### src/rtl/uart_pkg.sv
//==============================================================================
// Module      : uart_pkg
// Description : Definitions shared by the UART transmit and receive paths:
//               FSM state encoding, parity-mode constants and the bit-period
//               divisor derivation.
// Revision    : 1.0  initial release
//==============================================================================
`timescale 1ns/1ps
`default_nettype none

package uart_pkg;

    // Frame sequencing states, shared with the receive path.
    typedef enum logic [2:0] {
        ST_IDLE   = 3'd0,
        ST_START  = 3'd1,
        ST_DATA   = 3'd2,
        ST_PARITY = 3'd3,
        ST_STOP   = 3'd4
    } uart_state_e;

    // Parity modes.
    localparam int PARITY_NONE = 0;
    localparam int PARITY_ODD  = 1;
    localparam int PARITY_EVEN = 2;

    // Clock cycles per bit. The result is truncated, so the line rate is
    // slightly fast when CLK_FREQ is not an exact multiple of BAUD_RATE.
    function automatic int calc_bps_div(input int clk_freq, input int baud_rate);
        return clk_freq / baud_rate;
    endfunction

endpackage

`default_nettype wire

### src/rtl/tx_bps_module.sv
//==============================================================================
// Module      : tx_bps_module
// Description : Bit-period counter for the UART transmitter. Counts
//               0..BPS_DIV-1 while Count_Sig is high, then wraps. BPS_CLK is
//               high for the single cycle in which the counter wraps.
//               The counter is held at 0 while Count_Sig is low.
// Ports       : CLK       in  system clock
//               RST       in  synchronous reset, active-high
//               Count_Sig in  enable; low clears and holds the counter
//               BPS_CLK   out one-cycle pulse at the end of each bit period
// Revision    : 1.0  initial release
//==============================================================================
`timescale 1ns/1ps
`default_nettype none

module tx_bps_module #(
    parameter int BPS_DIV = 16
) (
    input  logic CLK,
    input  logic RST,
    input  logic Count_Sig,
    output logic BPS_CLK
);

    localparam int                 c_cnt_w   = (BPS_DIV > 1) ? $clog2(BPS_DIV) : 1;
    localparam logic [c_cnt_w-1:0] c_cnt_max = c_cnt_w'(BPS_DIV - 1);

    logic [c_cnt_w-1:0] r_count;

    always_ff @(posedge CLK) begin
        if (RST || !Count_Sig) begin
            r_count <= '0;
        end else if (r_count == c_cnt_max) begin
            r_count <= '0;
        end else begin
            r_count <= r_count + 1'b1;
        end
    end

    // Decoded from the counter register, so the pulse lines up with the
    // edge on which the counter returns to 0.
    assign BPS_CLK = Count_Sig && (r_count == c_cnt_max);

endmodule

`default_nettype wire

### src/rtl/tx_control_module.sv
//==============================================================================
// Module      : tx_control_module
// Description : UART transmit engine. Accepts one byte per handshake and
//               sends it LSB-first as start, 8 data, optional parity and
//               1 or 2 stop bits. Bit timing comes from tx_bps_module.
// Ports       : CLK         in  system clock
//               RST         in  synchronous reset, active-high
//               TX_En_Sig   in  send request, honoured only while TX_Ready=1
//               TX_Data     in  byte to send, sampled in the accept cycle
//               TX_Ready    out idle and able to accept a request
//               TX_Done_Sig out one-cycle pulse after the final stop bit
//               TX_Pin_Out  out registered serial line, idle high
// Revision    : 1.0  initial release
//==============================================================================
`timescale 1ns/1ps
`default_nettype none

module tx_control_module
    import uart_pkg::*;
#(
    parameter int CLK_FREQ  = 50_000_000,
    parameter int BAUD_RATE = 9600,
    parameter int PARITY    = 0,
    parameter int STOP_BITS = 1
) (
    input  logic       CLK,
    input  logic       RST,
    input  logic       TX_En_Sig,
    input  logic [7:0] TX_Data,
    output logic       TX_Ready,
    output logic       TX_Done_Sig,
    output logic       TX_Pin_Out
);

    localparam int   c_bps_div   = calc_bps_div(CLK_FREQ, BAUD_RATE);
    // Value of the stop counter during the final stop period.
    localparam logic c_last_stop = (STOP_BITS == 2);

    uart_state_e r_state,    w_state_nx;
    logic [7:0]  r_shift,    w_shift_nx;
    logic        r_parity,   w_parity_nx;
    logic [2:0]  r_bit_idx,  w_bit_idx_nx;
    logic        r_stop_cnt, w_stop_cnt_nx;
    logic        r_tx,       w_tx_nx;
    logic        r_ready,    w_ready_nx;
    logic        r_done,     w_done_nx;

    logic        w_count_sig;
    logic        w_bps_clk;
    logic        w_par_bit;

    // The timer runs only while a frame is in flight; in IDLE it is held at
    // 0, which gives every accepted frame a fresh bit period.
    assign w_count_sig = (r_state != ST_IDLE);

    tx_bps_module #(
        .BPS_DIV (c_bps_div)
    ) u_tx_bps (
        .CLK       (CLK),
        .RST       (RST),
        .Count_Sig (w_count_sig),
        .BPS_CLK   (w_bps_clk)
    );

    // Odd parity makes the total number of ones odd, so it is the
    // complement of the XOR reduction.
    assign w_par_bit = (PARITY == PARITY_ODD) ? ~^TX_Data : ^TX_Data;

    always_ff @(posedge CLK) begin
        if (RST) begin
            r_state    <= ST_IDLE;
            r_shift    <= '0;
            r_parity   <= 1'b0;
            r_bit_idx  <= '0;
            r_stop_cnt <= 1'b0;
            r_tx       <= 1'b1;
            r_ready    <= 1'b1;
            r_done     <= 1'b0;
        end else begin
            r_state    <= w_state_nx;
            r_shift    <= w_shift_nx;
            r_parity   <= w_parity_nx;
            r_bit_idx  <= w_bit_idx_nx;
            r_stop_cnt <= w_stop_cnt_nx;
            r_tx       <= w_tx_nx;
            r_ready    <= w_ready_nx;
            r_done     <= w_done_nx;
        end
    end

    // Next-state logic. Each branch computes the value the line will carry
    // during the next bit, so TX_Pin_Out changes on the same edge as the
    // state and stays glitch-free.
    always_comb begin
        w_state_nx    = r_state;
        w_shift_nx    = r_shift;
        w_parity_nx   = r_parity;
        w_bit_idx_nx  = r_bit_idx;
        w_stop_cnt_nx = r_stop_cnt;
        w_tx_nx       = r_tx;
        w_ready_nx    = r_ready;
        w_done_nx     = 1'b0;

        case (r_state)
            ST_IDLE: begin
                w_tx_nx    = 1'b1;
                w_ready_nx = 1'b1;
                if (r_ready && TX_En_Sig) begin
                    w_shift_nx    = TX_Data;
                    w_parity_nx   = w_par_bit;
                    w_bit_idx_nx  = '0;
                    w_stop_cnt_nx = 1'b0;
                    w_state_nx    = ST_START;
                    w_tx_nx       = 1'b0;
                    w_ready_nx    = 1'b0;
                end
            end

            ST_START: begin
                if (w_bps_clk) begin
                    w_state_nx   = ST_DATA;
                    w_bit_idx_nx = '0;
                    w_tx_nx      = r_shift[0];
                    w_shift_nx   = {1'b0, r_shift[7:1]};
                end
            end

            ST_DATA: begin
                if (w_bps_clk) begin
                    if (r_bit_idx == 3'd7) begin
                        if (PARITY != PARITY_NONE) begin
                            w_state_nx = ST_PARITY;
                            w_tx_nx    = r_parity;
                        end else begin
                            w_state_nx    = ST_STOP;
                            w_stop_cnt_nx = 1'b0;
                            w_tx_nx       = 1'b1;
                        end
                    end else begin
                        w_bit_idx_nx = r_bit_idx + 3'd1;
                        w_tx_nx      = r_shift[0];
                        w_shift_nx   = {1'b0, r_shift[7:1]};
                    end
                end
            end

            ST_PARITY: begin
                if (w_bps_clk) begin
                    w_state_nx    = ST_STOP;
                    w_stop_cnt_nx = 1'b0;
                    w_tx_nx       = 1'b1;
                end
            end

            ST_STOP: begin
                w_tx_nx = 1'b1;
                if (w_bps_clk) begin
                    if (r_stop_cnt == c_last_stop) begin
                        // Ready rises with Done so a request in the Done
                        // cycle starts the next frame immediately.
                        w_state_nx = ST_IDLE;
                        w_done_nx  = 1'b1;
                        w_ready_nx = 1'b1;
                    end else begin
                        w_stop_cnt_nx = 1'b1;
                    end
                end
            end

            default: begin
                w_state_nx = ST_IDLE;
                w_tx_nx    = 1'b1;
                w_ready_nx = 1'b1;
            end
        endcase
    end

    assign TX_Ready    = r_ready;
    assign TX_Done_Sig = r_done;
    assign TX_Pin_Out  = r_tx;

endmodule

`default_nettype wire

### config.mk
export PLATFORM = sky130hd
export DESIGN_NAME = tx_control_module
export DESIGN_NICKNAME = d
export VERILOG_FILES = /design/src/rtl/uart_pkg.sv /design/src/rtl/tx_bps_module.sv /design/src/rtl/tx_control_module.sv
export SDC_FILE = /design/constraint.sdc
export NUM_CORES = 1
export LEC_CHECK = 0
export ABC_CLOCK_PERIOD_IN_PS = 2700
export BUFFER_PORTS_ARGS = -buffer_cell sky130_fd_sc_hd__buf_4
export CAP_MARGIN = 20
export CORE_MARGIN = 5
export CORE_UTILIZATION = 55
export CTS_BUF_LIST = sky130_fd_sc_hd__clkbuf_8
export CTS_CLUSTER_SIZE = 12
export DETAILED_ROUTE_END_ITERATION = 6
export PLACE_DENSITY = 0.75
export SLEW_MARGIN = 20
export SYNTH_ARGS = -nofsm -noshare
export SYNTH_HDL_FRONTEND = slang
export SYNTH_SLANG_ARGS = --single-unit
### constraint.sdc
create_clock -name CLK -period 2.7 [get_ports CLK]
set_input_delay 0.54 -clock CLK [delete_from_list [all_inputs] [get_ports CLK]]
set_output_delay 0.54 -clock CLK [all_outputs]
set_load 0.02 [all_outputs]
==> results of run 1 <==
## per-stage QoR
| stage | instances | total power, W | util, % | setup slack, ps | instance area (um^2) |
|---|---|---|---|---|---|
| 2_1_floorplan | 160 | 0.000582 | - | 924 | 1450 |
| 3_3_place_gp | 196 | 0.000610 | 61.9 | 843 | 1550 |
| 3_5_place_dp | 196 | 0.000615 | 61.9 | 774 | 1550 |
| 4_1_cts | 204 | 0.000977 | 65.6 | 746 | 1640 |
| 5_1_grt | 204 | 0.00101 | 65.6 | 613 | 1640 |
| 6_report | 204 | 0.000968 | 65.6 | 737 | 1640 |
## worst max path at each step
| stage | slack (ps) | start | end | depth (start not counted) |
|---|---|---|---|---|
| CTS | 750 | r_bit_idx[0]$_SDFFE_PP0P_ | r_shift[0]$_SDFFE_PP0P_ | 6 |
| floorplan | 920 | r_bit_idx[0]$_SDFFE_PP0P_ | r_bit_idx[1]$_SDFFE_PP0P_ | 6 |
| global route | 610 | r_bit_idx[0]$_SDFFE_PP0P_ | r_shift[2]$_SDFFE_PP0P_ | 6 |
| global placement | 840 | r_bit_idx[0]$_SDFFE_PP0P_ | TX_Pin_Out$_SDFFE_PP1P_ | 6 |
| finish | 740 | r_bit_idx[0]$_SDFFE_PP0P_ | r_shift[0]$_SDFFE_PP0P_ | 6 |
| detailed placement | 770 | r_bit_idx[0]$_SDFFE_PP0P_ | r_shift[0]$_SDFFE_PP0P_ | 6 |
## routing by layer
layer  wire, um  vias up
met5          0        -
met4         42        0
met3        147        4
met2       1530       40
met1       1290      595
li1           -      615
## sequential cells by signal (all words and copies together), names as in the netlist
name              flops
TX_Pin_Out            1
r_state               3
r_shift               8
TX_Ready              1
r_bit_idx             3
u_tx_bps.r_count     13
TX_Done_Sig           1
## final cells by class
type / instances / area (um^2)
Clock buffer: 6 / 82.6
Clock inverter: 2 / 8.76
Fill cell: 213 / 861
Inverter: 2 / 7.51
Multi-Input combinational cell: 121 / 805
Sequential cell: 30 / 601
Tap cell: 30 / 37.5
Timing Repair Buffer: 13 / 97.6
## power breakdown
| part | total (W) | switching (W) | internal, W | leakage, nW |
|---|---|---|---|---|
| clock | 0.000360 | 0.000159 | 0.000201 | 0.0524 |
| combinational | 0.000128 | 0.0000732 | 0.0000545 | 0.273 |
| sequential | 0.000480 | 0.0000159 | 0.000464 | 0.244 |
| total | 0.000968 | 0.000248 | 0.000720 | 0.570 |
## kinds of logic (layout without fill, tap and decap cells)
| family | after synthesis | in the layout |
|---|---|---|
| XOR/XNOR | 12 | 12 |
| adder cells (fa/ha/maj) | 3 | 3 |
| multiplexers | 3 | 3 |
| flip-flops | 30 | 30 |
| AND/OR/NAND/NOR | 68 | 68 |
| AO/OA/AOI/OAI | 35 | 35 |
| buffers and inverters | 9 | 23 |
## cell usage in the layout, fill, tap and decap left out, drive strengths merged, types with 3 or more instances in the layout
master,count
a21oi,8
a221oi,3
a311oi,8
and3,3
buf,13
clkbuf,6
dfxtp,30
ha,3
inv,3
nand2,18
nand3,6
nand4,4
nor2,21
nor3,7
o21ai,10
xnor2,9
xor2,3
## worst max-delay path, stage by stage, from the launching register on
cell,delay (ps)
sky130_fd_sc_hd__dfxtp_1,320
sky130_fd_sc_hd__ha_1,200
sky130_fd_sc_hd__ha_1,190
sky130_fd_sc_hd__or2_4,250
sky130_fd_sc_hd__a221oi_4,480
sky130_fd_sc_hd__a21oi_1,130
sky130_fd_sc_hd__a311oi_1,290
==> summary by stage, run 1 <==
Outcome
The flow ran to the end, and the final reports show no timing, DRC or antenna violations.

Cells and area
The final layout contains 187 nets. The post-route netlist has 16.1% of its cells at a drive strength greater than 1. Relative to the synthesized area, the layout overhead comes to 12.8%. The number of antenna diodes is 0.

Power and ir drop
The static leakage is 0.570 nW. Power spread over the standard cell area amounts to 591 nW/um^2. The peak supply drop is 468 uV.

Drt
The post-route antenna net violation count is 0. The average vias per placed instance is 6.15. In the routed design, unresolved DRC markers number 0. The detailed-route via count is 1,254. The first TritonRoute pass finished after 4 iterations. The detailed router finished its first iteration with 67 violations. Summed over all layers, the routed wires come to 3.02 mm. After detailed routing, the average wire length per cell comes to 14.8 um.

Global route
The aggregate global-route resource usage is 18.4%. Global routing consumed, on the met2 layer, 32.9% of the routing resources. The number of global-route vias before repair is 1,221. The total grt overflow is 0. The number of antenna violations at the first check in global routing is 0. The first-pass GRT wire length is 5.08 mm. In the global route stage, met3 resource usage came out at 5.66%. The met1 routing resource usage after global routing is 20.1%. The pin count of the biggest net entering global routing is 23.

The peak-usage layer in the global routing report is met2.

Critical path
At the worst endpoint, the arrival time is 2140 ps. The kind of capture point of the worst setup path is a register. Of all nets on the critical path, the largest fanout is 9.

For the worst setup path, the data required time is 2870 ps. The destination of the worst register-to-register timing path is r_shift[0]$_SDFFE_PP0P_. The worst setup path is of the register to register kind.

The startpoint type of the worst setup path is a register. The number of cells traversed by the worst register-to-register path is 6. The slack of the worst reg-to-reg path is 740 ps. The startpoint of the worst register-to-register path is r_bit_idx[0]$_SDFFE_PP0P_.

Yosys
Among all flip-flop cells after synthesis, the most frequent one is sky130_fd_sc_hd__dfxtp_1. The Yosys step of the flow raised 0 warnings. Summing the areas of all xor and xnor instances in the mapped netlist gives 7.75% of the synthesized area. The synthesized area divided by synthesized cell count is 9.08 um^2. Among all cell types in the netlist, the one instantiated most often is sky130_fd_sc_hd__dfxtp_1. Summing the areas of all compound-gate instances in the mapped netlist gives 18.2% of the synthesized area. The number of flops mapped to enable cells by yosys is 0. Counting flops with an async set or reset pin after synthesis yields a share of 0%. After synthesis the netlist holds a flip-flop and latch count of 30. sky130_fd_sc_hd__dfxtp_1 takes more of the synthesized area than any other cell.

In the post-synthesis netlist, the biggest area contributors are sky130_fd_sc_hd__dfxtp_1 (41%), sky130_fd_sc_hd__nor2_1 (4.9%), sky130_fd_sc_hd__xnor2_1 (4.8%). Of the total synthesized cell area, the portion taken by full adders, half adders and majority gates is 2.58%. In the synthesized netlist, mux cells make up 2.15% of the area.

Ranked by instance count, the synthesized netlist is headed by sky130_fd_sc_hd__dfxtp_1 (30), sky130_fd_sc_hd__nor2_1 (19), sky130_fd_sc_hd__nand2_1 (18), sky130_fd_sc_hd__a21oi_1 (8), sky130_fd_sc_hd__xnor2_1 (8). Yosys mapped the design onto 41 distinct sky130hd cell types. The cell count after synthesis came out at 160. The mapped cell area is 1450 um^2. The largest family of logic cells by synthesized area is simple AND/OR/NAND/NOR gates.

After Yosys synthesis, and, or, nand and nor cells account for 24.7% of the synthesized area. Summing the sequential cell areas from Yosys gives 41.3% of the chip area. Synthesis produced a netlist with a net count of 174. The area share of the largest cell type after synthesis is 41.3%.

STA
Setup repair after global routing left no endpoint under its margin. The maximum frequency from static timing analysis is 0.510 GHz. The number of hold violations in the final report was 0. Setup violations remaining at the end of the flow were counted as 0. Setup total negative slack on the finished layout was measured at 0 ps.

Measured against its own limit, the worst slew margin works out to 49.3%. The smallest clock period supported by the final layout is computed as 1960 ps. For the pin with the worst max-slew slack, the measured transition is 760 ps. The tightest hold path in the finished design has a slack of 459 ps. The period utilization is 72.7%.

The number of pins exceeding their max-slew limit in the final report was 0. The setup skew after layout is 5.44 ps.

Min path
In this run the worst hold path is classified as register to register. The hold path startpoint is u_tx_bps.r_count[0]$_SDFF_PP0_. The cell depth of the worst min-delay path is 1. The worst hold path terminates at u_tx_bps.r_count[0]$_SDFF_PP0_.

Die
The floorplan step set the die height to 61.4 um. The standard-cell row count is 18. The floorplan step set the die width to 61.4 um.

The I/O pin total is 14. The initial core utilization is 58.1%. The total die area is 3770 um^2. The area of the core is 2500 um^2.

Clocking
The clock net in this run drives a total of 30 sinks. The buffer cell driving the clock tree root is sky130_fd_sc_hd__clkbuf_8. After clock tree synthesis, the setup repair step added 0 buffers.

The number of clock buffers inserted by TritonCTS is 5. The clock edge transition at the registers on the reported setup and hold paths is 60 ps. The number of buffers between clock root and the deepest sink is 2. The cts-stage hold buffer count is 0. The post-CTS resize count is 0.

The latest clock arrival within the worst-skew pair is 280 ps. TritonCTS built the clock tree. The clock tree synthesis step divided the H-tree into 2 levels.

Placed design
The placed wire-length estimate after detailed placement is 2.09 mm. The count of buffers from port buffering is 13. At the end of routability-driven placement, the weighted congestion stood at 0.774.

Flow run
The tool flagged a number of max-cap violations equal to 0.
Note: power is estimated with default switching activity, not from simulation.
==> run 2: changes to the inputs <==
--- a/config.mk
+++ b/config.mk
@@ -5,7 +5,8 @@
 export SDC_FILE = /design/constraint.sdc
 export NUM_CORES = 1
 export LEC_CHECK = 0
-export ABC_CLOCK_PERIOD_IN_PS = 2700
+export ABC_AREA = 1
+export ABC_CLOCK_PERIOD_IN_PS = 1900
 export BUFFER_PORTS_ARGS = -buffer_cell sky130_fd_sc_hd__buf_4
 export CAP_MARGIN = 20
 export CORE_MARGIN = 5
==> constraint.sdc (replaced) <==
create_clock -name CLK -period 1.9 [get_ports CLK]
set_input_delay 0.38 -clock CLK [delete_from_list [all_inputs] [get_ports CLK]]
set_output_delay 0.38 -clock CLK [all_outputs]
set_load 0.02 [all_outputs]
==> run 2 against run 1 <==
Total power grew 130%. Sequential power grew 73%. Flip-flop and latch count unchanged. Critical path depth rose by 2. Worst hold slack worse by 81 ps. Fmax is 13% higher. Non-clock buffer count rose by 1. Global-route usage fell by 1.5 points. Clock power grew 39%. Critical endpoint is now r_shift[7]$_SDFFE_PP0P_.
==> summary by stage, run 2 <==
Outcome
The flow ran to the end, and the final reports show no timing, DRC or antenna violations.

STA
The setup TNS is 0 ps (unchanged). The maximum frequency from static timing analysis came to 0.574 GHz (+13%). The number of hold violations in the final report is 0 (unchanged). The worst hold slack after final layout is 377 ps (-81.3 ps). Setup repair after global routing left no endpoint under its margin. The period utilization is 91.6% (+19 points). The setup-violating endpoint count in the final report is 0 (unchanged). The final period demand of the worst path is 1740 ps (-221 ps). The relative max-transition margin is 72.6% (+23 points). The number of pins exceeding their max-slew limit in the final report is 0 (unchanged). The setup skew after layout is 10.1 ps (+4.64 ps). The transition time at the pin with the least slew margin was 410 ps (-350 ps).

Critical path
The slack of the worst reg-to-reg path came to 160 ps (-580 ps). The critical path in this run is classified as register to register. The number of cells traversed by the worst register-to-register path is 8 (+2). The signal arrival time at the worst endpoint is 1910 ps (-230 ps). The maximum fanout along the worst path is 13 (+4). The worst setup path is captured at a register. The destination of the worst register-to-register timing path is r_shift[7]$_SDFFE_PP0P_. The required time at the endpoint of the critical path is 2070 ps (-800 ps). STA classifies the critical path startpoint as a register. The startpoint identified for the worst register-to-register timing path is r_bit_idx[0]$_SDFFE_PP0P_.

Drt
The average vias per placed instance is 5.19 (-16%). The met1 layer wirelength in the final routing is 1.50 mm (+16%). The post-route antenna net violation count is 0 (unchanged).

The DRC violations left is 0 (unchanged). The uppermost signal routing layer after detailed routing is met4. The met3 wire length is 207 um (+41%).

The violation count after the first detailed-route iteration is 113 (+69%). The post-detailed-route wirelength per cell came to 11.3 um (-23%). The routed length on met2 was 1.35 mm (-12%). The detailed-route via count is 1,417 (+13%). The routed wire length is 3.09 mm (+2.6%). The first-pass detailed-route iteration total is 4 (unchanged).

Cells and area
The largest registers in the layout are u_tx_bps.r_count x13, r_shift x8. The net total in the final layout is 257 (+37%). The number of antenna diodes is 0 (unchanged).

Leaving out fill and tap cells, the most frequent cells in the layout are sky130_fd_sc_hd__nand2_1 (66), sky130_fd_sc_hd__dfxtp_1 (30), sky130_fd_sc_hd__nand3_1 (26), sky130_fd_sc_hd__nor2_1 (25), sky130_fd_sc_hd__inv_1 (18). The number of flip-flops in the largest register was 13 (unchanged). The area growth from synthesis to layout is 11.1%.

The post-layout instance count excluding filler cells is 273 (+34%). The most common cell after layout, fill and taps aside is sky130_fd_sc_hd__nand2_1. The share of final-layout standard cells stronger than drive strength 1 came to 16.1% (+0.024 points). The register name with the most flops is u_tx_bps.r_count.

The post-route standard cell area excluding fillers is 1760 um^2 (+7.3%). The number of filler cells placed in the layout is 269 (+26%).

Die
The I/O pin total is 14 (unchanged). The area of the core was 2760 um^2 (+10%). The die outline height is 63.6 um (+3.7%). The total die area is 4050 um^2 (+7.5%). The chip width is 63.6 um (+3.7%). The initial core utilization came to 57.4% (-0.71 points). The standard-cell row count is 19 (+1).

Placed design
The placement-stage cell area came to 1680 um^2 (+8.3%). The count of buffers from port buffering was 13 (unchanged). The placed wire-length estimate after detailed placement came to 2.19 mm (+4.9%). The total placed cells including tap cells is 267 (+36%). The final weighted congestion in routability-driven placement is 0.878 (+13%).

Global route
The pin count of the biggest net entering global routing came to 15 (-35%). The aggregate global-route resource usage is 17.0% (-1.5 points). The total grt overflow is 0 (unchanged).

The number of global-route vias before repair was 1,289 (+5.6%). The number of antenna violations at the first check in global routing is 0 (unchanged). The first-pass GRT wire length is 5.53 mm (+8.8%).

Min path
The worst min-delay path class is input port to register. In this run the most critical hold path is launched from RST. The cell depth of the worst min-delay path came to 2 (+1). The path with the worst hold slack has its endpoint at r_bit_idx[2]$_SDFFE_PP0P_.

Yosys
The number of nets in the synthesized netlist was 242 (+39%). The cell count after synthesis came to 228 (+43%). The count of synthesis-stage warnings from yosys was 0 (unchanged). The share of async-settable or async-resettable flops after synthesis is 0% (unchanged). The sequential cell area fraction in the yosys report is 37.9% (-3.4 points). The mapped cell area came to 1580 um^2 (+9.0%).

The synthesized area divided by synthesized cell count is 6.94 um^2 (-24%). Among all flip-flop cells after synthesis, the most frequent one is sky130_fd_sc_hd__dfxtp_1. The number of synthesized register bits is 30 (unchanged). The number of flops mapped to enable cells by yosys came to 0 (unchanged). By area the synthesized netlist is led by sky130_fd_sc_hd__dfxtp_1 (38%), sky130_fd_sc_hd__nand2_1 (16%), sky130_fd_sc_hd__nand3_1 (8.2%). The synthesized design spends more area on one cell type than any other, namely sky130_fd_sc_hd__dfxtp_1. Yosys instantiated no cell more often than sky130_fd_sc_hd__nand2_1. By count the netlist is led by sky130_fd_sc_hd__nand2_1 (66), sky130_fd_sc_hd__dfxtp_1 (30), sky130_fd_sc_hd__nand3_1 (26), sky130_fd_sc_hd__nor2_1 (25), sky130_fd_sc_hd__inv_1 (18). The area share of the largest cell type after synthesis is 37.9% (-3.4 points). The distinct cell type count of the synthesized netlist was 30 (-27%).

Clocking
The deepest level of the CTS H-tree is 2 (unchanged). The post-CTS resize count is 0 (unchanged). The buffer cell driving the clock tree root is sky130_fd_sc_hd__clkbuf_8.

TritonCTS built the clock tree. The clock edge transition at the registers on the reported setup and hold paths is 70 ps (about the same). The number of clock buffers inserted by TritonCTS was 5 (unchanged). The latest clock arrival within the worst-skew pair is 280 ps (about the same). The number of buffers between clock root and the deepest sink is 2 (unchanged). The total number of clock tree sinks is 30 (unchanged). The post-CTS repair timing setup buffer count is 0 (unchanged). The cts-stage hold buffer count was 0 (unchanged).

Power and ir drop
The net switching power is 0.000919 W (+270%). The sequential share of power is 36.6% (-13 points). The part of the total power dissipated in the clock network is 22.1% (-15 points). The combinational group share of total power is 41.3% (+28 points).

The fraction of power spent switching nets was 40.4% (+15 points). The power per cell area was 1290 nW/um^2 (+120%). The internal power contribution is 0.00135 W (+88%). The static leakage is 0.727 nW (+28%). The peak supply drop is 1160 uV (+150%).

Flow run
The number of maximum-capacitance constraint violations is 0 (unchanged).
[run 2: through the flow]
stage / power (W) / utilization [%] / setup slack [ps]
3_5_place_dp: 0.00178 / 60.8 / 183
4_1_cts: 0.00229 / 63.8 / 164
3_3_place_gp: 0.00177 / 60.8 / 235
2_1_floorplan: 0.00165 / - / 402
5_1_grt: 0.00246 / 63.8 / 14.6
6_report: 0.00227 / 63.8 / 159
[run 2: worst max-delay path by stage]
stage	slack, ps	endpoint	startpoint
3_5_place_dp	180	r_shift[5]$_SDFFE_PP0P_	r_bit_idx[0]$_SDFFE_PP0P_
4_1_cts	160	r_shift[7]$_SDFFE_PP0P_	r_bit_idx[0]$_SDFFE_PP0P_
3_3_place_gp	240	r_bit_idx[2]$_SDFFE_PP0P_	r_bit_idx[0]$_SDFFE_PP0P_
2_1_floorplan	400	TX_Pin_Out$_SDFFE_PP1P_	r_bit_idx[0]$_SDFFE_PP0P_
5_1_grt	10	r_shift[3]$_SDFFE_PP0P_	r_bit_idx[0]$_SDFFE_PP0P_
6_report	160	r_shift[7]$_SDFFE_PP0P_	r_bit_idx[0]$_SDFFE_PP0P_
[run 2: power groups by stage]
stage | clock network (W) | registers [W] | logic, W
CTS | 0.000516 | 0.000831 | 0.000944
global placement | 0 | 0.000845 | 0.000924
floorplan | 0 | 0.000855 | 0.000795
finish | 0.000502 | 0.000832 | 0.000940
detailed placement | 0 | 0.000845 | 0.000938
global route | 0.000552 | 0.000847 | 0.00106
[run 2: worst max-delay path, stage by stage, from the launching register on]
cell,delay [ps]
sky130_fd_sc_hd__dfxtp_1,320
sky130_fd_sc_hd__ha_1,200
sky130_fd_sc_hd__ha_1,180
sky130_fd_sc_hd__o21ai_0,150
sky130_fd_sc_hd__nand2_1,100
sky130_fd_sc_hd__a21oi_4,350
sky130_fd_sc_hd__nand2_4,160
sky130_fd_sc_hd__nand2_1,100
sky130_fd_sc_hd__a21oi_1,60
[run 2: final cells by class]
class | instances | area (um^2) | share of cell area (%)
Timing Repair Buffer | 14 | 105 | 5.97
Sequential cell | 30 | 601 | 34.1
Multi-Input combinational cell | 168 | 842 | 47.9
Clock buffer | 6 | 82.6 | 4.69
Inverter | 24 | 90.1 | 5.12
Tap cell | 31 | 38.8 | 2.20
[run 2: cell families after synthesis]
| kind of cell | synth area share [%] |
|---|---|
| compound gates | 9.41 |
| xor+xnor | 1.11 |
| fa+ha+maj | 2.37 |
| buf+inv | 8.85 |
| flops | 37.9 |
| simple gates | 40.3 |
[run 2: per-layer routing]
| layer | vias up | global-route usage, % |
|---|---|---|
| met4 | 0 | 5.45 |
| met1 | 617 | 22.8 |
| met2 | 34 | 25.1 |
| met3 | 4 | 6.22 |
| met5 | - | 0 |
| li1 | 762 | - |
==> run 3: changes to the inputs <==
--- a/config.mk
+++ b/config.mk
@@ -10,11 +10,10 @@
 export BUFFER_PORTS_ARGS = -buffer_cell sky130_fd_sc_hd__buf_4
 export CAP_MARGIN = 20
 export CORE_MARGIN = 5
-export CORE_UTILIZATION = 55
+export CORE_UTILIZATION = 45
 export CTS_BUF_LIST = sky130_fd_sc_hd__clkbuf_8
 export CTS_CLUSTER_SIZE = 12
 export DETAILED_ROUTE_END_ITERATION = 6
-export PLACE_DENSITY = 0.75
 export SLEW_MARGIN = 20
 export SYNTH_ARGS = -nofsm -noshare
 export SYNTH_HDL_FRONTEND = slang
==> run 3 against run 2 <==
Non-clock buffer count increased by 2. Combinational power increased by 9.6%. Highest routed layer unchanged. Cell count increased by 6.2%. Critical path type unchanged. Largest cell class unchanged. Utilization decreased by 10 points. Register-to-register slack improved by 110 ps.
==> summary by stage, run 3 (synthesis gave the netlist of run 2 again) <==
Cells and area
The share of final-layout standard cells stronger than drive strength 1 came to 16.8% (+0.69 points). The register area is 601 um^2 (unchanged). The number of antenna diodes is 0 (unchanged).

The number of flip-flops in the largest register came to 13 (unchanged). The largest registers in the layout are u_tx_bps.r_count x13, r_shift x8. In the layout the commonest cells are sky130_fd_sc_hd__nand2_1 (66), sky130_fd_sc_hd__dfxtp_1 (30), sky130_fd_sc_hd__nand3_1 (26), sky130_fd_sc_hd__nor2_1 (25), sky130_fd_sc_hd__inv_1 (18).

The number of filler cells placed in the layout is 349 (+30%). The final standard cell utilization of the core is 53.7% (-10 points). The register name with the most flops is u_tx_bps.r_count. The most common cell after layout, fill and taps aside is sky130_fd_sc_hd__nand2_1.

The total area of multi-input combinational cells was 842 um^2 (unchanged). The synthesis-to-finish area growth is 14.1%. The net total in the final layout is 259 (+0.78%).

Die
The standard-cell row count was 21 (+2). The total die area was 4800 um^2 (+19%). The I/O pin total was 14 (unchanged).

The area of the core is 3360 um^2 (+22%). The die outline height was 69.3 um (+8.9%). The chip width is 69.3 um (+8.9%). The initial core utilization is 47.1% (-10 points).

Drt
The first-pass detailed-route iteration total is 4 (unchanged). The uppermost signal routing layer after detailed routing is met4. The routed wire length was 3.19 mm (+2.9%). The DRC violations left is 0 (unchanged). The violation count after the first detailed-route iteration is 80 (-29%). The post-detailed-route wirelength per cell is 11.0 um (-3.1%).

The met3 wire length is 230 um (+11%). The post-route antenna net violation count is 0 (unchanged). The met1 layer wirelength in the final routing is 1.59 mm (+6.0%). The average vias per placed instance is 4.90 (-5.5%). The detailed-route via count came to 1,422 (+0.35%). The routed length on met2 is 1.32 mm (-2.3%).

Global route
The first-pass GRT wire length is 5.76 mm (+4.3%). The number of global-route vias before repair is 1,312 (+1.8%). The total grt overflow was 0 (unchanged).

The number of antenna violations at the first check in global routing is 0 (unchanged). The pin count of the biggest net entering global routing is 15 (unchanged). The aggregate global-route resource usage is 14.7% (-2.3 points).

Critical path
The maximum single-stage delay on the critical path was 320 ps (-30 ps). The startpoint type of the worst setup path is a register. The maximum fanout along the worst path is 10 (-3).

The startpoint of the worst register-to-register path is r_bit_idx[0]$_SDFFE_PP0P_. The required time at the endpoint of the critical path was 2060 ps (about the same). The kind of capture point of the worst setup path is a register. The worst register-to-register path ends at r_bit_idx[1]$_SDFFE_PP0P_. The critical path in this run is classified as register to register.

Walking the worst path, the cells encountered are ha_1, ha_1, o21ai_0, nand2_1, a21oi_4, buf_12, nand2_4, nand2_1, a21oi_1. The cell at the slowest stage of the critical path is sky130_fd_sc_hd__dfxtp_1. The number of cells traversed by the worst register-to-register path was 9 (+1).

The signal arrival time at the worst endpoint came to 1790 ps (-120 ps). The slack of the worst reg-to-reg path is 270 ps (+110 ps).

Min path
The hold path endpoint is r_bit_idx[2]$_SDFFE_PP0P_. The worst min-delay path class is input port to register. In this run the most critical hold path is launched from RST. The cell depth of the worst min-delay path came to 2 (unchanged).

STA
The maximum frequency from static timing analysis is 0.613 GHz (+6.8%). The worst hold slack after final layout came to 377 ps (-0.870 ps). The number of hold violations in the final report is 0 (unchanged). The final worst slack is 270 ps (+111 ps). The setup-violating endpoint count in the final report came to 0 (unchanged).

The period utilization is 85.8% (-5.8 points). The setup skew after layout is 7.60 ps (-2.48 ps). The relative max-transition margin is 80.9% (+8.2 points). Setup repair after global routing left no endpoint under its margin. The transition time at the pin with the least slew margin is 287 ps (-123 ps). The number of pins exceeding their max-slew limit in the final report came to 0 (unchanged). The setup TNS is 0 ps (unchanged). The final period demand of the worst path is 1630 ps (-111 ps).

Placed design
The count of buffers from port buffering was 13 (unchanged). The setup slack at placement is 153 ps (-30.8 ps). The final weighted congestion in routability-driven placement was 0.791 (-10%). The placed wire-length estimate after detailed placement came to 2.29 mm (+4.6%).

Power and ir drop
The post-layout total power is 0.00237 W (+4.1%). The power per cell area came to 1310 nW/um^2 (+1.4%). The static leakage came to 0.742 nW (+2.0%). The peak supply drop is 594 uV (-49%).

Clocking
The clock edge transition at the registers on the reported setup and hold paths came to 70 ps (about the same). CTS placed an instance of sky130_fd_sc_hd__clkbuf_8 at the clock tree root. The post-CTS repair timing setup buffer count was 0 (unchanged). The deepest level of the CTS H-tree is 2 (unchanged).

The number of clock buffers inserted by TritonCTS came to 5 (unchanged). The total number of clock tree sinks is 30 (unchanged). The cts-stage hold buffer count was 0 (unchanged). The number of buffers between clock root and the deepest sink is 2 (unchanged). The latest clock arrival within the worst-skew pair was 280 ps (about the same). TritonCTS built the clock tree. The post-CTS resize count is 0 (unchanged).

Flow run
The number of maximum-capacitance constraint violations came to 0 (unchanged).

Outcome
The flow ran to the end, and the final reports show no timing, DRC or antenna violations.
-- run 3: cell types whose count changed in the layout (fill, tap and decap cells not counted), sizes merged --
cell | previous run | this run
buf | 14 | 16
-- run 3: worst max path at each step --
stage                              start                   endpoint  slack [ps]  cells past startpoint
6_report       r_bit_idx[0]$_SDFFE_PP0P_  r_bit_idx[1]$_SDFFE_PP0P_         270                      9
5_1_grt        r_bit_idx[1]$_SDFFE_PP0P_  r_bit_idx[1]$_SDFFE_PP0P_         140                      8
4_1_cts        r_bit_idx[0]$_SDFFE_PP0P_  r_bit_idx[1]$_SDFFE_PP0P_         110                      8
3_5_place_dp   r_bit_idx[0]$_SDFFE_PP0P_  r_bit_idx[1]$_SDFFE_PP0P_         150                      8
3_3_place_gp   r_bit_idx[0]$_SDFFE_PP0P_  r_bit_idx[2]$_SDFFE_PP0P_         220                      8
2_1_floorplan  r_bit_idx[0]$_SDFFE_PP0P_    TX_Pin_Out$_SDFFE_PP1P_         400                      9
-- run 3: worst max-delay path: cells and delay by family, from the launching register on --
| kind | cells | cell delay, ps |
|---|---|---|
| DFF | 1 | 320 |
| adders and majority gates | 2 | 380 |
| and+or+nand+nor | 3 | 280 |
| AOI/OAI and AO/OA | 3 | 400 |
| buffers and inverters | 1 | 140 |
-- run 3: layout make-up --
type | count | share of cell area [%]
flip-flops and latches | 30 | 33.3
well taps | 46 | 3.19
repair buffers | 16 | 7.35
clock buffers | 6 | 4.57
multi-input cells | 168 | 46.6
inverters | 24 | 4.99
-- run 3: routing by layer --
layer / GRT usage (%) / vias up
met4: 4.99 / 0
li1: - / 765
met5: 0 / -
met1: 19.9 / 616
met2: 21.2 / 37
met3: 5.51 / 4
-- run 3: power by group --
group	internal (W)	switching, W	leakage, nW
Combinational	0.000392	0.000633	0.454
Sequential	0.000754	0.0000777	0.244
Clock	0.000279	0.000231	0.0431
Total	0.00143	0.000941	0.742
-- run 3: per-stage QoR --
| step | instance area [um^2] | std cells |
|---|---|---|
| after floorplan | 1580 | 228 |
| after global placement | 1700 | 282 |
| after detailed placement | 1700 | 282 |
| after CTS | 1780 | 288 |
| after global routing | 1810 | 290 |
| final | 1810 | 290 |
